**src/rtl/serial_adder_ctrl_if.sv**
```systemverilog
// serial_adder_ctrl_if
//   Bundles the operand, handshake, result and display signals of
//   serial_adder_ctrl. The master side (stimulus/board) drives SW, CIN,
//   START (and FLIP when MANUAL_PAGE_EN is defined). The slave side (the
//   controller) drives BUSY, DONE, LED, SLED0..SLED4 and dbg_state.
//
//   Handshake: START is level-sampled every clock. A low-to-high transition
//   is accepted only while BUSY=0. BUSY stays high while the bits are
//   stepped. DONE rises with the LED update and stays high until the next
//   accepted START or reset.
//
//   Optional macro: MANUAL_PAGE_EN adds the FLIP page-select input.
interface serial_adder_ctrl_if;
  logic [7:0] SW;
  logic       CIN;
  logic       START;
`ifdef MANUAL_PAGE_EN
  logic       FLIP;
`endif
  logic       BUSY;
  logic       DONE;
  logic [7:0] LED;
  logic [6:0] SLED0;
  logic [6:0] SLED1;
  logic [6:0] SLED2;
  logic [6:0] SLED3;
  logic [6:0] SLED4;
  logic [1:0] dbg_state;

  modport master (
`ifdef MANUAL_PAGE_EN
    output FLIP,
`endif
    output SW, CIN, START,
    input  BUSY, DONE, LED, SLED0, SLED1, SLED2, SLED3, SLED4, dbg_state
  );

  modport slave (
`ifdef MANUAL_PAGE_EN
    input  FLIP,
`endif
    input  SW, CIN, START,
    output BUSY, DONE, LED, SLED0, SLED1, SLED2, SLED3, SLED4, dbg_state
  );
endinterface

```
**src/rtl/serial_adder_ctrl.sv**
```systemverilog
// serial_adder_ctrl
//   Bit-serial 4-bit adder. A single full-adder cell is stepped over
//   A=SW[3:0] and B=SW[7:4] (carry-in CIN), one bit per clock. The final
//   SUM/CARRY are latched to LED (LED[3:0]=SUM, LED[7:4]=carry-out of each
//   bit). The four digits show the bits of the selected page (SUM or CARRY)
//   and SLED4 shows the page code, or the busy code while adding.
//
// Ports
//   CLK   rising-edge clock
//   RSTN  asynchronous active-low reset
//   bus   serial_adder_ctrl_if.slave (SW, CIN, START in; BUSY, DONE, LED,
//         SLED0..SLED4, dbg_state out)
//
// Parameters
//   PAGE_TICKS  clocks per display page (2 .. 2^32-1)
//
// Configuration macro
//   MANUAL_PAGE_EN  page selected by bus.FLIP through one sync flop instead
//                   of the page timer.
module serial_adder_ctrl #(
  parameter int unsigned PAGE_TICKS = 32'd50000000
) (
  input  logic               CLK,
  input  logic               RSTN,
  serial_adder_ctrl_if.slave bus
);

  localparam logic [1:0] ST_IDLE = 2'd0;
  localparam logic [1:0] ST_RUN  = 2'd1;
  localparam logic [1:0] ST_DONE = 2'd2;

  // Active-low segment codes.
  localparam logic [6:0] SEG_0     = 7'b0000001;
  localparam logic [6:0] SEG_1     = 7'b1001111;
  localparam logic [6:0] SEG_SUM   = 7'b0100100;
  localparam logic [6:0] SEG_CARRY = 7'b0110001;
  localparam logic [6:0] SEG_BUSY  = 7'b1111110;

  logic [1:0] state;
  logic       start_prev;
  logic       start_pulse;
  logic [3:0] op_a;
  logic [3:0] op_b;
  logic       carry;
  logic [1:0] idx;
  logic [3:0] sum_w;
  logic [3:0] carry_w;
  logic [7:0] led;
  logic       bit_s;
  logic       bit_co;
  logic       busy;
  logic       page;       // 0 = SUM page, 1 = CARRY page
  logic [3:0] page_bits;
  logic [6:0] sled_d [4];
  logic [6:0] sled4;

  assign start_pulse = bus.START & ~start_prev;
  assign busy        = (state == ST_RUN);

  // The one full-adder cell, applied to the bit selected by idx.
  always_comb begin
    bit_s  = op_a[idx] ^ op_b[idx] ^ carry;
    bit_co = (op_a[idx] & op_b[idx]) | (op_a[idx] & carry) | (op_b[idx] & carry);
  end

  always_ff @(posedge CLK or negedge RSTN) begin
    if (!RSTN) begin
      state      <= ST_IDLE;
      start_prev <= 1'b0;
      op_a       <= 4'h0;
      op_b       <= 4'h0;
      carry      <= 1'b0;
      idx        <= 2'd0;
      sum_w      <= 4'h0;
      carry_w    <= 4'h0;
      led        <= 8'h00;
    end else begin
      start_prev <= bus.START;
      case (state)
        ST_IDLE, ST_DONE: begin
          if (start_pulse) begin
            op_a    <= bus.SW[3:0];
            op_b    <= bus.SW[7:4];
            carry   <= bus.CIN;
            idx     <= 2'd0;
            sum_w   <= 4'h0;
            carry_w <= 4'h0;
            state   <= ST_RUN;
          end
        end
        ST_RUN: begin
          sum_w[idx]   <= bit_s;
          carry_w[idx] <= bit_co;
          carry        <= bit_co;
          idx          <= idx + 2'd1;
          if (idx == 2'd3) begin
            // Bits 0..2 are already in the working registers; bit 3 is
            // merged in directly so LED updates on the same edge.
            led   <= {bit_co, carry_w[2:0], bit_s, sum_w[2:0]};
            state <= ST_DONE;
          end
        end
        default: state <= ST_IDLE;
      endcase
    end
  end

`ifdef MANUAL_PAGE_EN
  always_ff @(posedge CLK or negedge RSTN) begin
    if (!RSTN) begin
      page <= 1'b0;
    end else begin
      page <= bus.FLIP;
    end
  end
`else
  logic [31:0] page_cnt;

  always_ff @(posedge CLK or negedge RSTN) begin
    if (!RSTN) begin
      page_cnt <= 32'd0;
      page     <= 1'b0;
    end else if (page_cnt == PAGE_TICKS - 32'd1) begin
      page_cnt <= 32'd0;
      page     <= ~page;
    end else begin
      page_cnt <= page_cnt + 32'd1;
    end
  end
`endif

  // While adding, the digits show the working register of the current page;
  // unprocessed bits read 0 because the working registers clear at launch.
  always_comb begin
    if (busy) begin
      page_bits = page ? carry_w : sum_w;
    end else begin
      page_bits = page ? led[7:4] : led[3:0];
    end
  end

  // Registered display: lags LED/page by one clock.
  always_ff @(posedge CLK or negedge RSTN) begin
    if (!RSTN) begin
      for (int i = 0; i < 4; i++) begin
        sled_d[i] <= SEG_0;
      end
      sled4 <= SEG_SUM;
    end else begin
      for (int i = 0; i < 4; i++) begin
        sled_d[i] <= page_bits[i] ? SEG_1 : SEG_0;
      end
      if (busy) begin
        sled4 <= SEG_BUSY;
      end else begin
        sled4 <= page ? SEG_CARRY : SEG_SUM;
      end
    end
  end

  assign bus.BUSY      = busy;
  assign bus.DONE      = (state == ST_DONE);
  assign bus.LED       = led;
  assign bus.SLED0     = sled_d[0];
  assign bus.SLED1     = sled_d[1];
  assign bus.SLED2     = sled_d[2];
  assign bus.SLED3     = sled_d[3];
  assign bus.SLED4     = sled4;
  assign bus.dbg_state = state;

endmodule

```
**src/flat_wrapper.sv**
```systemverilog
// flat-port wrapper written by rule: the top's interface ports become plain ports
module serial_adder_ctrl_flat 
#(
  parameter int unsigned PAGE_TICKS = 32'd50000000
)
  (CLK, RSTN, bus_SW, bus_CIN, bus_START, bus_BUSY, bus_DONE, bus_LED, bus_SLED0, bus_SLED1, bus_SLED2, bus_SLED3, bus_SLED4, bus_dbg_state);
  serial_adder_ctrl_if bus_i ();
  input  logic CLK;
  input  logic RSTN;
  input wire logic [$bits(bus_i.SW)-1:0] bus_SW;
  input wire logic [$bits(bus_i.CIN)-1:0] bus_CIN;
  input wire logic [$bits(bus_i.START)-1:0] bus_START;
  output wire logic [$bits(bus_i.BUSY)-1:0] bus_BUSY;
  output wire logic [$bits(bus_i.DONE)-1:0] bus_DONE;
  output wire logic [$bits(bus_i.LED)-1:0] bus_LED;
  output wire logic [$bits(bus_i.SLED0)-1:0] bus_SLED0;
  output wire logic [$bits(bus_i.SLED1)-1:0] bus_SLED1;
  output wire logic [$bits(bus_i.SLED2)-1:0] bus_SLED2;
  output wire logic [$bits(bus_i.SLED3)-1:0] bus_SLED3;
  output wire logic [$bits(bus_i.SLED4)-1:0] bus_SLED4;
  output wire logic [$bits(bus_i.dbg_state)-1:0] bus_dbg_state;
  assign bus_i.SW = bus_SW;
  assign bus_i.CIN = bus_CIN;
  assign bus_i.START = bus_START;
  assign bus_BUSY = bus_i.BUSY;
  assign bus_DONE = bus_i.DONE;
  assign bus_LED = bus_i.LED;
  assign bus_SLED0 = bus_i.SLED0;
  assign bus_SLED1 = bus_i.SLED1;
  assign bus_SLED2 = bus_i.SLED2;
  assign bus_SLED3 = bus_i.SLED3;
  assign bus_SLED4 = bus_i.SLED4;
  assign bus_dbg_state = bus_i.dbg_state;
  serial_adder_ctrl #(.PAGE_TICKS(PAGE_TICKS)) u_core (.CLK(CLK), .RSTN(RSTN), .bus(bus_i));
endmodule
```
**config.mk**
```make
export PLATFORM = sky130hd
export DESIGN_NAME = serial_adder_ctrl_flat
export DESIGN_NICKNAME = d
export VERILOG_FILES = /design/src/rtl/serial_adder_ctrl_if.sv /design/src/rtl/serial_adder_ctrl.sv /design/src/flat_wrapper.sv
export SDC_FILE = /design/constraint.sdc
export NUM_CORES = 1
export LEC_CHECK = 0
export BUFFER_PORTS_ARGS = -buffer_cell sky130_fd_sc_hd__buf_2
export CAP_MARGIN = 15
export CORE_MARGIN = 2
export CORE_UTILIZATION = 50
export CTS_CLUSTER_SIZE = 14
export DETAILED_ROUTE_END_ITERATION = 6
export PLACE_DENSITY = 0.84
export SYNTH_ARGS = -nofsm -noshare
export SYNTH_HDL_FRONTEND = slang
export SYNTH_SLANG_ARGS = --single-unit
```
**constraint.sdc**
```tcl
create_clock -name CLK -period 1.72 [get_ports CLK]
set_input_delay 0.344 -clock CLK [delete_from_list [all_inputs] [get_ports CLK]]
set_output_delay 0.344 -clock CLK [all_outputs]
set_load 0.01 [all_outputs]
```
* Yosys cells after proc, flatten, opt, wreduce, memory -nomap -nowiden *
Cells that the tools add are included.

word-level totals
  logic and storage cells = 72
  input bits = 12
  output and inout bits = 47
  register bits = 98

operators by class
  bitwise logic cells = 10
  muxes and demuxes = 28
  equal/unequal tests = 6
  add/sub/neg operators = 2
  magnitude comparators = 2
  reduce and logical (&&, ||, !) cells = 8

operator list
  kind                                                               count
  two-way mux 7 bit                                                  5
  adder 32 x 1 -> 32 bit, second input constant                      1
  equality test 32 x 26 -> 1 bit, second input constant              1
  two-way mux 32 bit                                                 1
  two-way mux 4 bit                                                  4
  one-hot mux 4 bit (2 select lines)                                 2
  bitwise mux 4 bit                                                  2
  one-hot mux 2 bit (2 select lines)                                 2
  AND reduction 2 bit                                                4
  two-way mux 2 bit                                                  3
  two-way mux 5 bit                                                  1
  AND 1 bit                                                          4
  binary-select mux 1 bit (select 2 bit)                             2
  equality test 2 bit, second input constant                         2
  two-way mux 1 bit                                                  4
  != test 2 x 1 -> 1 bit, second input constant                      2
  less-than comparator 2 x 3 -> 1 bit, second input constant         1
  adder 2 x 1 -> 2 bit, second input constant                        1
  demux 1 bit (select 2 bit)                                         1
  equality test 2 x 1 -> 1 bit, second input constant                1
  greater-or-equal comparator 2 x 1 -> 1 bit, second input constant  1
  logical NOT 2 bit                                                  1
  NOT 1 bit                                                          2
  OR 1 bit                                                           2
  5 further kinds                                                    6

* Longest topological paths before layout *
  word-level depth = 7
  mapped depth = 6
  mapped depth without buffers = 5

* Least setup slack after synthesis *
No wires, ideal clock.

  path kind = reg2reg
  start = reg u_core.idx[0]
  end = reg u_core.led[3], in the netlist u_core.bus.LED[3]
  clock period less this slack = 1.899 ns
  data required time = 1.595 ns
  buffers on the path = 0
  cell stages (with the launch flop) = 4
  library setup time = 0.125 ns
  path slack = -0.179 ns
  arrival = 1.774 ns
  cells stage by stage = dfrtp_1 > mux4_2 > fa_1 > mux2_2

between the ends
  word-level cells in the longest chain between the ends = 4
  elaborated cells between the ends (all ways) = 8
  classes of those cells = 1 x eq/ne; 4 x mux; 2 x bitwise; 1 x reduce/logical

ends and longest elaborated chain
  element                                  RTL line                 text
  start: declaration                       serial_adder_ctrl.sv:45  logic [1:0] idx;
  start signal: assignment                 serial_adder_ctrl.sv:95  idx <= idx + 2'd1;
  binary-select mux 1 bit (select 2 bit)   serial_adder_ctrl.sv:62  bit_s = op_a[idx] ^ op_b[idx] ^ carry;
  two-way mux 1 bit (not written as such)  serial_adder_ctrl.sv:62
  bitwise XOR 1 bit * (2 in series)        serial_adder_ctrl.sv:62
  named net u_core.bit_s                   serial_adder_ctrl.sv:49  logic bit_s;
  end signal: assignment                   serial_adder_ctrl.sv:99  led <= {bit_co, carry_w[2:0], bit_s, sum_w[2:0]};
  end: declaration                         serial_adder_ctrl.sv:48  logic [7:0] led;

Mark *: on every way through the listed nets, which the timed path passes. The rest lies on a longest branch. The select of a mux whose other input is x is not followed.
A chain may end at the register's enable or synchronous reset.

* Worst setup path after layout *
Same ends and word-level chain as after synthesis.

==> flow_results.xml <==
<?xml version="1.0" encoding="UTF-8"?>
<metrics>
  <group name="synthesis">
    <metric name="synthesis.instances" unit="">288</metric>
    <metric name="synth-main-ff-cell" unit="">sky130_fd_sc_hd__dfrtp_1</metric>
    <metric name="ys_async_sr_fraction" unit="%">100</metric>
    <metric name="synth_cell_types" unit="">48</metric>
    <metric name="post-synth-top-area-fraction" unit="%">51.2</metric>
    <metric name="synth.cells.most_frequent" unit="">sky130_fd_sc_hd__dfrtp_1 (70), sky130_fd_sc_hd__buf_4 (27), sky130_fd_sc_hd__mux2_2 (16), sky130_fd_sc_hd__xnor2_1 (15), sky130_fd_sc_hd__nand4_1 (12)</metric>
    <metric name="post_synth_instance_area" unit="mm^2">0.00342</metric>
    <metric name="sequential_fraction_of_the_synthesis_area" unit="%">52.0</metric>
    <metric name="number_of_enable_type_register_cells_in_the_synthesized_netlist" unit="">0</metric>
    <metric name="netlist.top_cell.by_area" unit="">sky130_fd_sc_hd__dfrtp_1</metric>
    <metric name="synth.top_cells.by_area" unit="">sky130_fd_sc_hd__dfrtp_1 (51%), sky130_fd_sc_hd__buf_4 (5.9%), sky130_fd_sc_hd__mux2_2 (5.3%), sky130_fd_sc_hd__mux4_2 (4.0%), sky130_fd_sc_hd__xnor2_1 (3.8%)</metric>
    <metric name="synth.ff_latch_count" unit="">71</metric>
    <metric name="post_synth.cell_area_avg" unit="um^2">11.9</metric>
    <metric name="ys.warnings.count" unit="">0</metric>
    <metric name="cell_with_the_most_instances_after_synthesis" unit="">sky130_fd_sc_hd__dfrtp_1</metric>
  </group>
  <group name="critical_path">
    <metric name="startpoint_type" unit="">register</metric>
    <metric name="category_of_the_most_critical_setup_path" unit="">register to register</metric>
    <metric name="worstPathCellList" unit="">mux4_2, fa_2, mux2_2</metric>
    <metric name="crit_required" unit="ps">1960</metric>
    <metric name="critPathCaptureType" unit="">register</metric>
    <metric name="critical_path_buf_inv_count" unit="">0</metric>
    <metric name="worst_path_largest_cell_delay" unit="ps">530</metric>
    <metric name="top_family_by_delay_on_critical_path" unit="">multiplexers</metric>
    <metric name="worstPathMaxFanout" unit="">5</metric>
    <metric name="worst_ep_arrival_time" unit="ps">2090</metric>
    <metric name="critical_path.slowest_cell" unit="">sky130_fd_sc_hd__mux4_2</metric>
  </group>
  <group name="die">
    <metric name="die-height" unit="um">86.7</metric>
    <metric name="top_level_ports" unit="">59</metric>
    <metric name="core_rows" unit="">30</metric>
    <metric name="coreArea" unit="mm^2">0.00672</metric>
    <metric name="initial_utilization" unit="%">50.9</metric>
    <metric name="dieArea" unit="mm^2">0.00752</metric>
    <metric name="die_width" unit="um">86.7</metric>
  </group>
  <group name="drt">
    <metric name="drt-initial-drc-count" unit="">323</metric>
    <metric name="post_drt_wl_per_cell" unit="um">18.9</metric>
    <metric name="drt_drc_violations_left" unit="">0</metric>
    <metric name="route.vias.total" unit="">2668</metric>
    <metric name="routed_wl" unit="um">8460</metric>
    <metric name="detail_route.first_pass.iterations" unit="">5</metric>
    <metric name="via_per_inst" unit="">5.96</metric>
    <metric name="ant_nets" unit="">0</metric>
  </group>
  <group name="global_route">
    <metric name="grt_use_total" unit="%">19.1</metric>
    <metric name="grt_max_degree" unit="">72</metric>
    <metric name="globalRoute.totalOverflow" unit="">0</metric>
    <metric name="grt_pass1_wl" unit="um">11100</metric>
    <metric name="first_global_vias" unit="">2322</metric>
    <metric name="initial_antenna_violation_count" unit="">0</metric>
  </group>
  <group name="sta">
    <metric name="setup_tns_final" unit="ps">-1560</metric>
    <metric name="finalSetupViolations" unit="">28</metric>
    <metric name="rsz0062_at_grt" unit="">yes</metric>
    <metric name="post-route-min-period" unit="ps">1840</metric>
    <metric name="timing.final.hold_violations" unit="">1</metric>
    <metric name="final_critical_path_setup_slack" unit="ps">-125</metric>
    <metric name="worst_hold_slack" unit="ps">-1.89</metric>
    <metric name="maxSlewViolCount" unit="">0</metric>
    <metric name="max_freq" unit="GHz">0.542</metric>
    <metric name="final_min_period_over_clock_period" unit="%">107</metric>
    <metric name="final.setup_skew" unit="ps">9.17</metric>
  </group>
  <group name="hold_path">
    <metric name="worstHoldPathType" unit="">input pin to async pin</metric>
  </group>
  <group name="placement">
    <metric name="place.port_buffers" unit="">45</metric>
    <metric name="hpwlAfterDp" unit="um">4650</metric>
    <metric name="gp_routability_congestion" unit="">0.801</metric>
    <metric name="placed_cell_area" unit="mm^2">0.00381</metric>
  </group>
  <group name="clocking">
    <metric name="clockBufferDepth" unit="">2</metric>
    <metric name="cts_htree_levels" unit="">3</metric>
    <metric name="clock_insertion_delay_worst_skew" unit="ps">360</metric>
    <metric name="cts_made_buffers" unit="">9</metric>
    <metric name="worst_setup_hold_path_clk_slew" unit="ps">80</metric>
    <metric name="cts_root_buf" unit="">sky130_fd_sc_hd__clkbuf_8</metric>
    <metric name="clock_sinks" unit="">71</metric>
    <metric name="tritoncts" unit="">built</metric>
  </group>
  <group name="final_layout">
    <metric name="final_util" unit="%">64.0</metric>
    <metric name="nNetsFinal" unit="">381</metric>
    <metric name="layout_cell_share_with_drive_strength_beyond_1" unit="%">47.6</metric>
    <metric name="flow.area_growth_from_synthesis" unit="%">25.7</metric>
    <metric name="final_cell_area" unit="mm^2">0.00430</metric>
    <metric name="diodes" unit="">0</metric>
  </group>
  <group name="outcome">
    <metric name="violations" unit="">hold timing, setup timing</metric>
    <metric name="outcome" unit="">finished with violations</metric>
  </group>
  <group name="flow_run">
    <metric name="timing.max_cap.violations" unit="">0</metric>
  </group>
  <group name="power_and_ir_drop">
    <metric name="p_leak" unit="nW">2.04</metric>
    <metric name="powerDensity" unit="mW/mm^2">1280</metric>
    <metric name="vdd.ir_drop.worst" unit="mV">1.00</metric>
  </group>
</metrics>
-- routing by layer --
| layer | vias to the layer above | GRT usage, % | part of all wire, % |
|---|---|---|---|
| met1 | 1335 | 25.4 | 39 |
| met3 | 25 | 2.57 | 5.0 |
| li1 | 1155 | - | - |
| met4 | 0 | 8.52 | 2.7 |
| met2 | 153 | 31.3 | 53 |
| met5 | - | 0 | 0 |
-- power breakdown --
part	internal (W)	switching, W	leakage [nW]
combinational	0.000923	0.00101	1.03
sequential	0.00204	0.000270	0.920
clock	0.000535	0.000709	0.0827
total	0.00350	0.00198	2.04
-- metrics by stage --
step / total power (W) / instances / hold WS (ps) / setup slack [ps]
after floorplan: 0.00366 / 299 / 48.4 / -89.3
after global placement: 0.00410 / 418 / 393 / -76.9
after detailed placement: 0.00420 / 418 / 397 / -110
after CTS: 0.00542 / 434 / 18.6 / -111
after global routing: 0.00577 / 448 / 29.6 / -169
final: 0.00548 / 448 / -1.89 / -125
-- cell usage in the layout, fill, tap and decap left out, types with 3 or more instances in the layout --
master                       synthesis  layout
sky130_fd_sc_hd__ha_1                5       4
sky130_fd_sc_hd__a21oi_2             0       7
sky130_fd_sc_hd__clkinvlp_4          0       3
sky130_fd_sc_hd__inv_1               8       8
sky130_fd_sc_hd__nand2_1            10      10
sky130_fd_sc_hd__o21ai_0             9       9
sky130_fd_sc_hd__dfrtp_2             0       7
sky130_fd_sc_hd__or3_4               0       4
sky130_fd_sc_hd__mux4_2              6       6
sky130_fd_sc_hd__clkbuf_8            0       9
sky130_fd_sc_hd__inv_6               0       3
sky130_fd_sc_hd__conb_1              2      13
sky130_fd_sc_hd__xnor2_1            15      15
sky130_fd_sc_hd__buf_2               2      46
sky130_fd_sc_hd__xor2_1              9       9
sky130_fd_sc_hd__mux2_2             16      16
sky130_fd_sc_hd__and2_1              4       4
sky130_fd_sc_hd__nand3_1            11      10
sky130_fd_sc_hd__nor2_4              0       7
sky130_fd_sc_hd__nor4_1              6       4
sky130_fd_sc_hd__a32o_1              8       8
sky130_fd_sc_hd__nand4_1            12      12
sky130_fd_sc_hd__nor3_1              4       4
sky130_fd_sc_hd__buf_4              27      36
sky130_fd_sc_hd__dfrtp_1            70      63
sky130_fd_sc_hd__and3_1              4       4
-- kinds of logic (layout without fill, tap and decap cells) --
| group | after synthesis | in the layout | synth area share, % |
|---|---|---|---|
| xor+xnor | 24 | 24 | 6.15 |
| buf+inv | 44 | 113 | 7.86 |
| mux | 22 | 22 | 9.22 |
| other cells | 2 | 13 | 0.220 |
| simple gates | 88 | 88 | 15.9 |
| flops | 71 | 71 | 52.0 |
| compound gates | 31 | 31 | 6.22 |
| fa+ha+maj | 6 | 6 | 2.41 |
-- path summary, 6_finish.rpt --
| kind | startpoint | endpoint | cells past startpoint | slack (ps) |
|---|---|---|---|---|
| worst max-delay path | u_core.idx[0]$_DFFE_PN0P_ | u_core.bus.LED[3]$_DFFE_PN0P_ | 3 | -120 |
| worst min-delay path | RSTN | u_core.op_b[0]$_DFFE_PN0P_ | 2 | -2 |
| worst max register to register | u_core.idx[0]$_DFFE_PN0P_ | u_core.bus.LED[3]$_DFFE_PN0P_ | 3 | -120 |
| worst min register to register | u_core.page_cnt[31]$_DFF_PN0_ | u_core.page_cnt[31]$_DFF_PN0_ | 1 | 490 |
| max in group asynchronous | RSTN | u_core.bus.SLED4[2]$_DFF_PN1_ | 2 | 1400 |
| min in group CLK | bus_START | u_core.start_prev$_DFF_PN0_ | 1 | 120 |
-- state kept, by name, indices dropped and copies added (netlist names) --
name	cells
u_core.page_cnt	32
u_core.bus.SLED0	1
u_core.sum_w	4
u_core.bus.SLED4	4
u_core.bus.dbg_state	2
u_core.op_a	4
u_core.carry	1
u_core.bus.SLED2	1
u_core.carry_w	4
u_core.start_prev	1
u_core.page	1
u_core.bus.SLED1	1
u_core.bus.SLED3	1
u_core.idx	2
u_core.bus.LED	8
u_core.op_b	4
-- area by class of cell --
type / count / area, um^2
Fill cell: 462 / 2420
Sequential cell: 71 / 1790
Multi-Input combinational cell: 184 / 1590
Timing Repair Buffer: 88 / 613
Clock buffer: 9 / 124
Tap cell: 80 / 100
Clock inverter: 7 / 53.8
Inverter: 9 / 33.8
-- timing repair --
| action | in CTS | in global routing |
|---|---|---|
| setup endpoints to repair | 12 | 32 |
| hold buffers | 0 | 0 |
| buffers inserted | 0 | 11 |
| cloned | 0 | 3 |
| gates resized for setup | 2 | 44 |
| pin swaps | 3 | 17 |
Power figures use the tool's default switching activity.
